### src/rtl/sw_alloc_out_if.sv
// Allocator-side bundle for one router output port: per-input requests, crossbar
// select/grant back to the inputs, and the downstream credit return path.
interface sw_alloc_out_if #(
    parameter int NPORT = 5,
    parameter int VCW   = 2
);
    logic [NPORT-1:0]     req;
    logic [NPORT*VCW-1:0] req_vc;
    logic [NPORT-1:0]     req_tail;
    logic                 credit_ret;
    logic [VCW-1:0]       credit_ret_vc;
    logic [NPORT-1:0]     sel;
    logic [NPORT-1:0]     grant;
    logic                 credit_err;

    modport master (
        output req, req_vc, req_tail, credit_ret, credit_ret_vc,
        input  sel, grant, credit_err
    );

    modport slave (
        input  req, req_vc, req_tail, credit_ret, credit_ret_vc,
        output sel, grant, credit_err
    );
endinterface

### src/rtl/sw_alloc_out.sv
// Per-output switch allocator: round-robin arbitration, wormhole lock head-to-tail,
// per-VC credit gating. Optional SW_ALLOC_PERF_CNT_EN adds flit/stall counters.
module sw_alloc_out #(
    parameter int NPORT     = 5,
    parameter int NUM_VC    = 4,
    parameter int VCW       = 2,
    parameter int BUF_DEPTH = 4,
    parameter int CRW       = 3
) (
    input  logic             clk,
    input  logic             rst_n,
    sw_alloc_out_if.slave    bus
`ifdef SW_ALLOC_PERF_CNT_EN
    ,
    output logic [15:0]      perf_flits,
    output logic [15:0]      perf_stall
`endif
);
    localparam int PW = (NPORT > 1) ? $clog2(NPORT) : 1;

    typedef enum logic {IDLE, LOCKED} state_t;

    state_t                state_reg, state_next;
    logic [PW-1:0]         owner_reg, owner_next;
    logic [VCW-1:0]        lock_vc_reg, lock_vc_next;
    logic [NPORT-1:0]      sel_reg, sel_next;
    logic [PW-1:0]         rr_ptr_reg, rr_ptr_next;
    logic                  credit_err_reg;
    logic [NPORT-1:0]      grant_int;
    logic [NPORT-1:0]      elig;
    logic [NUM_VC-1:0]     credit_nz;
    logic [NUM_VC-1:0]     ovf;
    logic [NUM_VC*CRW-1:0] credit_flat;
    logic                  found;
    logic [PW-1:0]         winner;
    logic [PW:0]           cand;
    logic                  transfer;
    logic                  tail_done;

    genvar gi;

    assign bus.sel        = sel_reg;
    assign bus.grant      = grant_int;
    assign bus.credit_err = credit_err_reg;

    // The owner's flit moves only while it is presented and its locked VC has room.
    assign transfer  = (state_reg == LOCKED) && bus.req[owner_reg] && credit_nz[lock_vc_reg];
    assign tail_done = transfer && bus.req_tail[owner_reg];

    for (gi = 0; gi < NUM_VC; gi++) begin : g_credit
        logic [CRW-1:0] cnt_reg;
        logic           dec;
        logic           inc;

        assign dec = transfer && (lock_vc_reg == VCW'(gi));
        assign inc = bus.credit_ret && (bus.credit_ret_vc == VCW'(gi));

        always_ff @(posedge clk or negedge rst_n) begin
            if (!rst_n) begin
                cnt_reg <= CRW'(BUF_DEPTH);
            end else if (dec && !inc) begin
                cnt_reg <= cnt_reg - CRW'(1);
            end else if (inc && !dec && (cnt_reg != CRW'(BUF_DEPTH))) begin
                cnt_reg <= cnt_reg + CRW'(1);
            end
        end

        assign ovf[gi] = inc && !dec && (cnt_reg == CRW'(BUF_DEPTH));
        assign credit_flat[gi*CRW +: CRW] = cnt_reg;
        assign credit_nz[gi] = |credit_flat[gi*CRW +: CRW];
    end

    for (gi = 0; gi < NPORT; gi++) begin : g_elig
        assign elig[gi] = bus.req[gi] && credit_nz[bus.req_vc[gi*VCW +: VCW]];
    end

    // First eligible input at or after rr_ptr, wrapping modulo NPORT.
    always_comb begin
        found  = 1'b0;
        winner = '0;
        cand   = '0;
        for (int k = 0; k < NPORT; k++) begin
            cand = {1'b0, rr_ptr_reg} + (PW+1)'(k);
            if (cand >= (PW+1)'(NPORT)) begin
                cand = cand - (PW+1)'(NPORT);
            end
            if (!found && elig[cand[PW-1:0]]) begin
                found  = 1'b1;
                winner = cand[PW-1:0];
            end
        end
    end

    always_ff @(posedge clk or negedge rst_n) begin
        if (!rst_n) begin
            state_reg <= IDLE;
        end else begin
            state_reg <= state_next;
        end
    end

    always_comb begin
        state_next = state_reg;
        case (state_reg)
            IDLE:    if (found)     state_next = LOCKED;
            LOCKED:  if (tail_done) state_next = IDLE;
            default: state_next = IDLE;
        endcase
    end

    always_comb begin
        grant_int    = '0;
        sel_next     = sel_reg;
        owner_next   = owner_reg;
        lock_vc_next = lock_vc_reg;
        rr_ptr_next  = rr_ptr_reg;
        case (state_reg)
            IDLE: begin
                sel_next = '0;
                if (found) begin
                    sel_next[winner] = 1'b1;
                    owner_next       = winner;
                    lock_vc_next     = bus.req_vc[winner*VCW +: VCW];
                end
            end
            LOCKED: begin
                if (transfer) begin
                    grant_int = sel_reg;
                end
                // Priority moves only when a whole packet has gone through.
                if (tail_done) begin
                    sel_next    = '0;
                    rr_ptr_next = (owner_reg == PW'(NPORT-1)) ? '0 : owner_reg + PW'(1);
                end
            end
            default: sel_next = '0;
        endcase
    end

    always_ff @(posedge clk or negedge rst_n) begin
        if (!rst_n) begin
            sel_reg        <= '0;
            owner_reg      <= '0;
            lock_vc_reg    <= '0;
            rr_ptr_reg     <= '0;
            credit_err_reg <= 1'b0;
        end else begin
            sel_reg        <= sel_next;
            owner_reg      <= owner_next;
            lock_vc_reg    <= lock_vc_next;
            rr_ptr_reg     <= rr_ptr_next;
            credit_err_reg <= credit_err_reg | (|ovf);
        end
    end

`ifdef SW_ALLOC_PERF_CNT_EN
    logic [15:0] perf_flits_reg;
    logic [15:0] perf_stall_reg;
    logic        stall_cyc;

    assign stall_cyc = (state_reg == LOCKED) && bus.req[owner_reg] && !credit_nz[lock_vc_reg];

    always_ff @(posedge clk or negedge rst_n) begin
        if (!rst_n) begin
            perf_flits_reg <= '0;
            perf_stall_reg <= '0;
        end else begin
            if (transfer && (perf_flits_reg != 16'hFFFF)) begin
                perf_flits_reg <= perf_flits_reg + 16'd1;
            end
            if (stall_cyc && (perf_stall_reg != 16'hFFFF)) begin
                perf_stall_reg <= perf_stall_reg + 16'd1;
            end
        end
    end

    assign perf_flits = perf_flits_reg;
    assign perf_stall = perf_stall_reg;
`endif
endmodule

### src/flat_wrapper.sv
// flat-port wrapper written by rule: the top's interface ports become plain ports
module sw_alloc_out_flat 
#(
    parameter int NPORT     = 5,
    parameter int NUM_VC    = 4,
    parameter int VCW       = 2,
    parameter int BUF_DEPTH = 4,
    parameter int CRW       = 3
)
  (clk, rst_n, bus_req, bus_req_vc, bus_req_tail, bus_credit_ret, bus_credit_ret_vc, bus_sel, bus_grant, bus_credit_err);
  sw_alloc_out_if #(.NPORT(NPORT), .VCW(VCW)) bus_i ();
  input  logic clk;
  input  logic rst_n;
  input wire logic [$bits(bus_i.req)-1:0] bus_req;
  input wire logic [$bits(bus_i.req_vc)-1:0] bus_req_vc;
  input wire logic [$bits(bus_i.req_tail)-1:0] bus_req_tail;
  input wire logic [$bits(bus_i.credit_ret)-1:0] bus_credit_ret;
  input wire logic [$bits(bus_i.credit_ret_vc)-1:0] bus_credit_ret_vc;
  output wire logic [$bits(bus_i.sel)-1:0] bus_sel;
  output wire logic [$bits(bus_i.grant)-1:0] bus_grant;
  output wire logic [$bits(bus_i.credit_err)-1:0] bus_credit_err;
  assign bus_i.req = bus_req;
  assign bus_i.req_vc = bus_req_vc;
  assign bus_i.req_tail = bus_req_tail;
  assign bus_i.credit_ret = bus_credit_ret;
  assign bus_i.credit_ret_vc = bus_credit_ret_vc;
  assign bus_sel = bus_i.sel;
  assign bus_grant = bus_i.grant;
  assign bus_credit_err = bus_i.credit_err;
  sw_alloc_out #(.NPORT(NPORT), .NUM_VC(NUM_VC), .VCW(VCW), .BUF_DEPTH(BUF_DEPTH), .CRW(CRW)) u_core (.clk(clk), .rst_n(rst_n), .bus(bus_i));
endmodule
### config.mk
export PLATFORM = sky130hd
export DESIGN_NAME = sw_alloc_out_flat
export DESIGN_NICKNAME = d
export VERILOG_FILES = /design/src/rtl/sw_alloc_out_if.sv /design/src/rtl/sw_alloc_out.sv /design/src/flat_wrapper.sv
export SDC_FILE = /design/constraint.sdc
export NUM_CORES = 1
export LEC_CHECK = 0
export ABC_AREA = 1
export CAP_MARGIN = 20
export CORE_MARGIN = 4
export CORE_UTILIZATION = 35
export DETAILED_ROUTE_END_ITERATION = 6
export PLACE_DENSITY = 0.57
export SLEW_MARGIN = 10
export SYNTH_ARGS = -nofsm -noshare
export SYNTH_HDL_FRONTEND = slang
export SYNTH_SLANG_ARGS = --single-unit
### constraint.sdc
create_clock -name clk -period 8.56 [get_ports clk]
set_clock_uncertainty 0.05 [all_clocks]
set_input_delay 1.712 -clock clk [delete_from_list [all_inputs] [get_ports clk]]
set_output_delay 1.712 -clock clk [all_outputs]
set_load 0.01 [all_outputs]
Word-level counts from Yosys, hierarchy flattened
Index checks and enable logic that the tools add are counted.
{"block": "op_classes", "addsub": 18, "order_cmp": 19, "n_eq_ne": 16, "shift": 1, "n_mux": 60, "bitwise_logic": 2, "n_reduce_logical": 62}
{"op": "$mux W3", "n": 19}
{"op": "$logic_and A1 B1 Y1", "n": 37}
{"op": "$lt A3 B4 Y1 const B", "n": 7}
{"op": "$bmux W1 S3", "n": 7}
{"op": "$mux W1", "n": 21}
{"op": "$mux W5", "n": 4}
{"op": "$lt A2 B3 Y1 const B", "n": 6}
{"op": "$ge A4 B3 Y1 const B", "n": 4}
{"op": "$add A3 B1 Y3 const B", "n": 5}
{"op": "$eq A3 B3 Y1 const B", "n": 5}
{"op": "$sub A3 B3 Y3 const B", "n": 5}
{"op": "$bmux W1 S2", "n": 6}
{"op": "$logic_not A1 Y1", "n": 12}
{"op": "$ne A3 B3 Y1 const B", "n": 4}
{"op": "$reduce_or A3 Y1", "n": 4}
{"op": "$sub A3 B1 Y3 const B", "n": 4}
{"op": "$pmux W5 S2", "n": 1}
{"op": "$shiftx A10 B5 Y2", "n": 1}
{"op": "$add A3 B2 Y4 const B", "n": 2}
{"op": "$eq A2 B2 Y1 const B", "n": 4}
{"op": "$reduce_bool A2 Y1", "n": 4}
{"op": "$add A3 B1 Y4 const B", "n": 1}
{"op": "$add A3 B3 Y4 const B", "n": 1}
{"op": "$eq A2 B1 Y1 const B", "n": 2}
{"op": "other kinds (10)", "n": 12}
{"block": "word_totals", "register_bits": 27, "in_bits": 25, "out_inout_bits": 11, "word_cells": 188}

Depth between registers and ports, before layout
Gate-level depths: netlist (run 1).
{"block": "depth", "depth_word": 25, "ltp_mapped": 26, "depth_no_buf": 25}

Worst setup path before layout (run 1)
OpenSTA, ideal clock, no wires.
{"block": "synth_timing", "path_type": "in2out", "from": "input bus_req[2]", "to": "output bus_grant[0]", "arrival_time_ns": 2.421, "required_time_ns": 6.798, "setup_slack_ns": 4.377, "cell_stages": 6, "n_path_buf": 0, "cell_sequence": "inv_1 o21ai_0 nand3_1 o21ai_0 nand2_1 nor2_1"}
{"block": "synth_via", "elab_chain_len": 6}
{"item": "from (decl)", "line": "flat_wrapper.sv:14", "text": "input wire logic [$bits(bus_i.req)-1:0] bus_req;"}
{"item": "$bmux W1 S3", "line": "sw_alloc_out.sv:47", "text": "assign transfer = (state_reg == LOCKED) && bus.req[owner_reg] && credit_nz[lock_vc_reg];"}
{"item": "$mux W1 (implied by the code)", "line": "sw_alloc_out.sv:47"}
{"item": "$logic_and A1 B1 Y1 (2 in series)", "line": "sw_alloc_out.sv:47"}
{"item": "$mux W5", "line": "sw_alloc_out.sv:127", "text": "if (transfer) begin"}
{"item": "$mux W5", "line": "sw_alloc_out.sv:117", "text": "case (state_reg)"}
{"item": "to (decl)", "line": "flat_wrapper.sv:20", "text": "output wire logic [$bits(bus_i.grant)-1:0] bus_grant;"}
No other way between the ends. The select of a mux whose other input is x is not followed.

Worst setup path in the final report (run 1)
{"block": "layout_timing", "from": "input bus_req[3]", "to": "output bus_grant[2]"}
Same word-level chain as after synthesis.

==> impl_metrics.py, run 1 <==
metrics = {
    "status": {
        "status": "completed",
    },
    "route": {
        "drtPass1Iterations": 4,
        "drtIter0Drc": 176,
        "vias": 2851,
        "drc_errors": 0,
        "drt_wl_total_mm": 7.79,
        "drt.antenna.violating_nets": 0,
        "wl_per_cell_um": 13.5,
        "vias_per_cell": 4.92,
    },
    "worst_hold_path": {
        "hold_class": "reg -> reg",
    },
    "synthesis": {
        "synthTopCellsByCount": "108 x nand2_1, 67 x inv_1, 49 x nand3_1",
        "avgSynthCellArea_um2": 6.85,
        "yosysMostFrequentCell": "nand2_1",
        "syn-cell-area_um2": 2980,
        "synth_edf_count": 0,
        "synth_area_leaders": "dfrtp_1 19%, nand2_1 14%, inv_1 8.4%, nand3_1 8.2%, nor2_1 4.7%",
        "ys_async_sr_fraction_pct": 100,
        "synth_top_cell_by_area": "dfrtp_1",
        "synth_cell_types": 40,
        "synth_nets": 475,
        "ys_seq_area_share_pct": 22.8,
        "synth-warning-count": 0,
        "synth_seq_cells": 27,
        "synth_top_cell_area_share_pct": 19.3,
        "syn_inst": 435,
        "dominantRegCellSynth": "dfrtp_1",
    },
    "sta": {
        "tns_ns": 0,
        "maxSlewHeadroom_pct": 58.9,
        "max_freq_mhz": 184,
        "setup_violations": 0,
        "hold_viol": 0,
        "post-route-period-util_pct": 63.6,
        "fin_crit_ns": 5.44,
        "rsz0062_at_grt": "false",
        "slew_viol_final": 0,
        "worstMarginPinSlew_ns": 0.616,
    },
    "global_route": {
        "grt_start_max_net_pins": 28,
        "antenna_found_initial": 0,
        "first_global_vias": 2671,
        "overflow": 0,
        "grt_pass1_wl_mm": 13.0,
        "grt_use_total_pct": 15.6,
    },
    "worst_setup_path": {
        "crit_start": "bus_req[3]",
        "start_kind": "input pin",
        "end_kind": "primary output",
        "crit_path_end": "bus_grant[2]",
        "r2r_setup_slack_ns": 4.96,
        "r2r_cells": 23,
        "crit_required_ns": 6.80,
        "worst-setup-path-type": "in -> out",
        "worstPathArrival_ns": 3.68,
        "reg2reg_to": "u_core.lock_vc_reg[0]$_DFFE_PN0P_",
        "reg2reg_from": "u_core.rr_ptr_reg[0]$_DFFE_PN0P_",
        "worstPathMaxFanout": 9,
    },
    "clock_tree": {
        "htree_levels": 1,
        "clockBufferDepth": 2,
        "clk_transition_reported_paths_ns": 0.10,
        "tritoncts": "done",
        "cts_made_buffers": 3,
        "cts_sinks": 27,
        "cts_resized": 0,
        "post-cts-setup-buffers": 0,
        "clock_latency_ns": 0.28,
        "cts-hold-fix-buffers": 0,
        "cts_root_buffer": "clkbuf_8",
    },
    "cells_and_area": {
        "nets": 515,
        "antenna_cells": 0,
        "area_growth_pct": 17.5,
        "largest_register_ffs": 12,
        "drive_gt1_share_pct": 14.6,
    },
    "place": {
        "place_hpwl_mm": 6.27,
        "gp_congestion": 0.824,
        "port_buffers": 35,
    },
    "floorplanning": {
        "fp-row-count": 33,
        "core_um2": 8260,
        "start_util_pct": 36.1,
        "ios": 36,
        "die_y_um": 100,
        "die_x_um": 100,
        "die-area_um2": 10100,
    },
    "run": {
        "max_cap_viol_count": 0,
    },
}
==> cells in the final DEF (no fill, tap or decap), types with 10 or more instances in the layout <==
cell	instances
nor2_1	37
inv_1	67
ha_1	10
clkdlybuf4s50_1	35
a21oi_1	11
nand3_1	49
xor2_1	10
dfrtp_1	23
nor3_1	12
nand2_1	108
o21ai_0	10
nor2_2	10
==> critical path: stages <==
cell	delay (ns)
clkdlybuf4s50_1	0.61
a21oi_1	0.09
o21ai_0	0.08
nand3_1	0.08
o21ai_0	0.11
nand2_1	0.27
nor2_1	0.18
clkdlybuf4s50_1	0.55
==> cell type report <==
type	count	area [um^2]
multi-input cells	331	2000
clock buffers	4	45.0
fillers	890	4750
flip-flops and latches	27	681
well taps	105	131
inverters	76	285
repair buffers	36	358
==> metrics by stage <==
step           util [%]  std cells  hold slack [ns]  setup slack, ns  cell area, um^2
2_1_floorplan         -        435            0.432             4.38             2980
6_report           42.4        579            0.438             3.12             3500
3_5_place_dp       41.9        575            0.416             3.12             3460
3_3_place_gp       41.9        575            0.422             3.16             3460
4_1_cts            42.4        579            0.443             3.12             3500
5_1_grt            42.4        579            0.475             2.94             3500
==> logic make-up (layout without fill, tap and decap cells) <==
group | count (synthesis) | in the layout | share of synthesized area, %
AND/OR/NAND/NOR | 261 | 261 | 45.4
buffers and inverters | 77 | 116 | 9.95
AO/OA/AOI/OAI | 39 | 39 | 8.35
flip-flops | 27 | 27 | 22.8
adder cells (fa/ha/maj) | 15 | 15 | 7.56
XOR/XNOR | 12 | 12 | 4.41
multiplexers | 4 | 4 | 1.51
==> layer usage <==
metal / vias to the layer above / global-route usage (%) / share of wire [%]
li1: 1480 / - / -
met1: 1310 / 23.3 / 50
met2: 56 / 24.4 / 45
met3: 5 / 2.02 / 3.9
met4: 0 / 2.80 / 0.68
met5: - / 0 / 0
==> worst min path at each step <==
| stage | startpoint | endpoint | slack, ns | depth (start not counted) |
|---|---|---|---|---|
| 2_1_floorplan | u_core.g_credit[1].cnt_reg[0]$_DFFE_PN0P_ | u_core.g_credit[1].cnt_reg[0]$_DFFE_PN0P_ | 0.43 | 1 |
| 3_3_place_gp | u_core.bus.credit_err$_DFF_PN0_ | u_core.bus.credit_err$_DFF_PN0_ | 0.42 | 1 |
| 3_5_place_dp | u_core.bus.credit_err$_DFF_PN0_ | u_core.bus.credit_err$_DFF_PN0_ | 0.42 | 1 |
| 4_1_cts | u_core.bus.credit_err$_DFF_PN0_ | u_core.bus.credit_err$_DFF_PN0_ | 0.44 | 1 |
| 5_1_grt | u_core.g_credit[2].cnt_reg[0]$_DFFE_PN0P_ | u_core.g_credit[2].cnt_reg[0]$_DFFE_PN0P_ | 0.47 | 1 |
| 6_report | u_core.bus.credit_err$_DFF_PN0_ | u_core.bus.credit_err$_DFF_PN0_ | 0.44 | 1 |
Power of run 1 is left out: the tool's default activity adds up to more than one toggle a clock period on the data nets, which glitch-free logic cannot reach.
==> run 2, diff against run 1 <==
==> constraint.sdc (replaced) <==
create_clock -name clk -period 5.3 [get_ports clk]
set_clock_uncertainty 0.05 [all_clocks]
set_input_delay 1.06 -clock clk [delete_from_list [all_inputs] [get_ports clk]]
set_output_delay 1.06 -clock clk [all_outputs]
set_load 0.01 [all_outputs]
==> run 2 against run 1 <==
Critical path depth unchanged. Sequential share of layout area hardly changed. Routed wire length is 0.60% lower. Non-clock buffer count unchanged. Count of clock-buffer cells in the layout is 1 lower. Die area unchanged. Cell count did not move. Highest routed layer unchanged.
==> impl_metrics.py, run 2 (synthesized netlist as in run 1, its figures left out) <==
metrics = {
    "route": {
        "vias": 2876,
        "drt.antenna.violating_nets": 0,
        "drc_errors": 0,
        "wl_per_cell_um": 13.4,
        "vias_per_cell": 4.97,
        "drtPass1Iterations": 4,
        "drt_wl_total_mm": 7.75,
        "drtIter0Drc": 180,
    },
    "worst_setup_path": {
        "crit_chain": "clkdlybuf4s50_1 > a21oi_1 > o21ai_0 > nand3_1 > o21ai_0 > nand2_1 > nor2_1 > clkdlybuf4s50_1",
        "max_stage_delay_ns": 0.60,
        "crit_required_ns": 4.19,
        "worst-setup-path-type": "in -> out",
        "start_kind": "input pin",
        "critPathSlowestCell": "clkdlybuf4s50_1",
        "critical-path-top-delay-family": "buffers and inverters",
        "path_buf_inv": 2,
        "worstPathMaxFanout": 9,
        "worstPathArrival_ns": 3.03,
        "end_kind": "primary output",
    },
    "sta": {
        "max_freq_mhz": 242,
        "setup_violations": 0,
        "fin_crit_ns": 4.14,
        "worstMarginPinSlew_ns": 0.627,
        "tns_ns": 0,
        "maxSlewHeadroom_pct": 58.2,
        "post-route-period-util_pct": 78.1,
        "hold_viol": 0,
        "slew_viol_final": 0,
        "whs_ns": 0.442,
        "rsz0062_at_grt": "false",
    },
    "clock_tree": {
        "clk_transition_reported_paths_ns": 0.11,
        "cts_root_buffer": "clkbuf_8",
        "htree_levels": 1,
        "cts-hold-fix-buffers": 0,
        "clockBufferDepth": 2,
        "cts_made_buffers": 3,
        "cts_resized": 0,
        "post-cts-setup-buffers": 0,
        "clock_latency_ns": 0.29,
        "cts_sinks": 27,
        "tritoncts": "done",
    },
    "floorplanning": {
        "ios": 36,
        "fp-row-count": 33,
        "start_util_pct": 36.1,
        "die_x_um": 100,
        "die_y_um": 100,
        "die-area_um2": 10100,
        "core_um2": 8260,
    },
    "cells_and_area": {
        "antenna_cells": 0,
        "largest_register_ffs": 12,
        "drive_gt1_share_pct": 14.8,
        "layout_commonest_cell": "nand2_1",
        "nets": 515,
        "design_area_um2": 3510,
        "utilization_pct": 42.5,
        "final_cell_mix": "108 x nand2_1, 67 x inv_1, 49 x nand3_1",
        "area_growth_pct": 17.7,
    },
    "global_route": {
        "antenna_found_initial": 0,
        "first_global_vias": 2728,
        "overflow": 0,
        "grt_start_max_net_pins": 28,
        "grt_pass1_wl_mm": 12.9,
        "grt_use_total_pct": 15.7,
    },
    "place": {
        "placed_area_um2": 3460,
        "gp_congestion": 0.815,
        "place_hpwl_mm": 6.31,
        "port_buffers": 35,
    },
    "run": {
        "max_cap_viol_count": 0,
    },
    "worst_hold_path": {
        "hold_class": "reg -> reg",
    },
    "status": {
        "status": "completed",
    },
}
-- run 2: final timing paths --
path                                                                  end  depth (start not counted)                             start  slack [ns]
worst max-delay path                                         bus_grant[3]                          8                        bus_req[3]        1.16
worst min-delay path                      u_core.bus.credit_err$_DFF_PN0_                          1   u_core.bus.credit_err$_DFF_PN0_        0.44
worst max register to register          u_core.lock_vc_reg[0]$_DFFE_PN0P_                         24  u_core.rr_ptr_reg[0]$_DFFE_PN0P_        1.68
worst min register to register            u_core.bus.credit_err$_DFF_PN0_                          1   u_core.bus.credit_err$_DFF_PN0_        0.44
max in group asynchronous       u_core.g_credit[1].cnt_reg[2]$_DFFE_PN1P_                          2                             rst_n        3.80
min in group asynchronous       u_core.g_credit[2].cnt_reg[1]$_DFFE_PN0P_                          2                             rst_n        1.08
-- run 2: area by class of cell --
cell class | count | area [um^2]
clock buffer | 3 | 41.3
tap | 105 | 131
timing repair buffer | 36 | 358
sequential | 27 | 681
clock inverter | 1 | 7.51
multi-input combinational | 331 | 2000
inverter | 76 | 285
fill | 874 | 4750
-- run 2: layer usage --
metal  share of wire (%)  GRT usage [%]  up-vias
li1                    -              -     1470
met1                  49           22.7     1319
met2                  45           24.9       79
met3                 5.0           2.08        8
met4                 1.1           3.52        0
met5                   0              0        -
-- run 2: metrics by stage --
| stage | cells | setup WS, ns |
|---|---|---|
| final | 579 | 1.16 |
| after global routing | 579 | 0.923 |
| after CTS | 579 | 1.12 |
| after detailed placement | 575 | 1.14 |
| after global placement | 575 | 1.19 |
| after floorplan | 435 | 2.31 |
-- run 2: worst register-to-register path, delay by kind of cell, from the launching register on --
| kind | cells | cell delay (ns) |
|---|---|---|
| AND/OR/NAND/NOR | 19 | 1.83 |
| flip-flops | 1 | 0.75 |
| adder cells (fa/ha/maj) | 2 | 0.52 |
| buffers and inverters | 3 | 0.41 |
Power of run 2 is left out for the same reason.
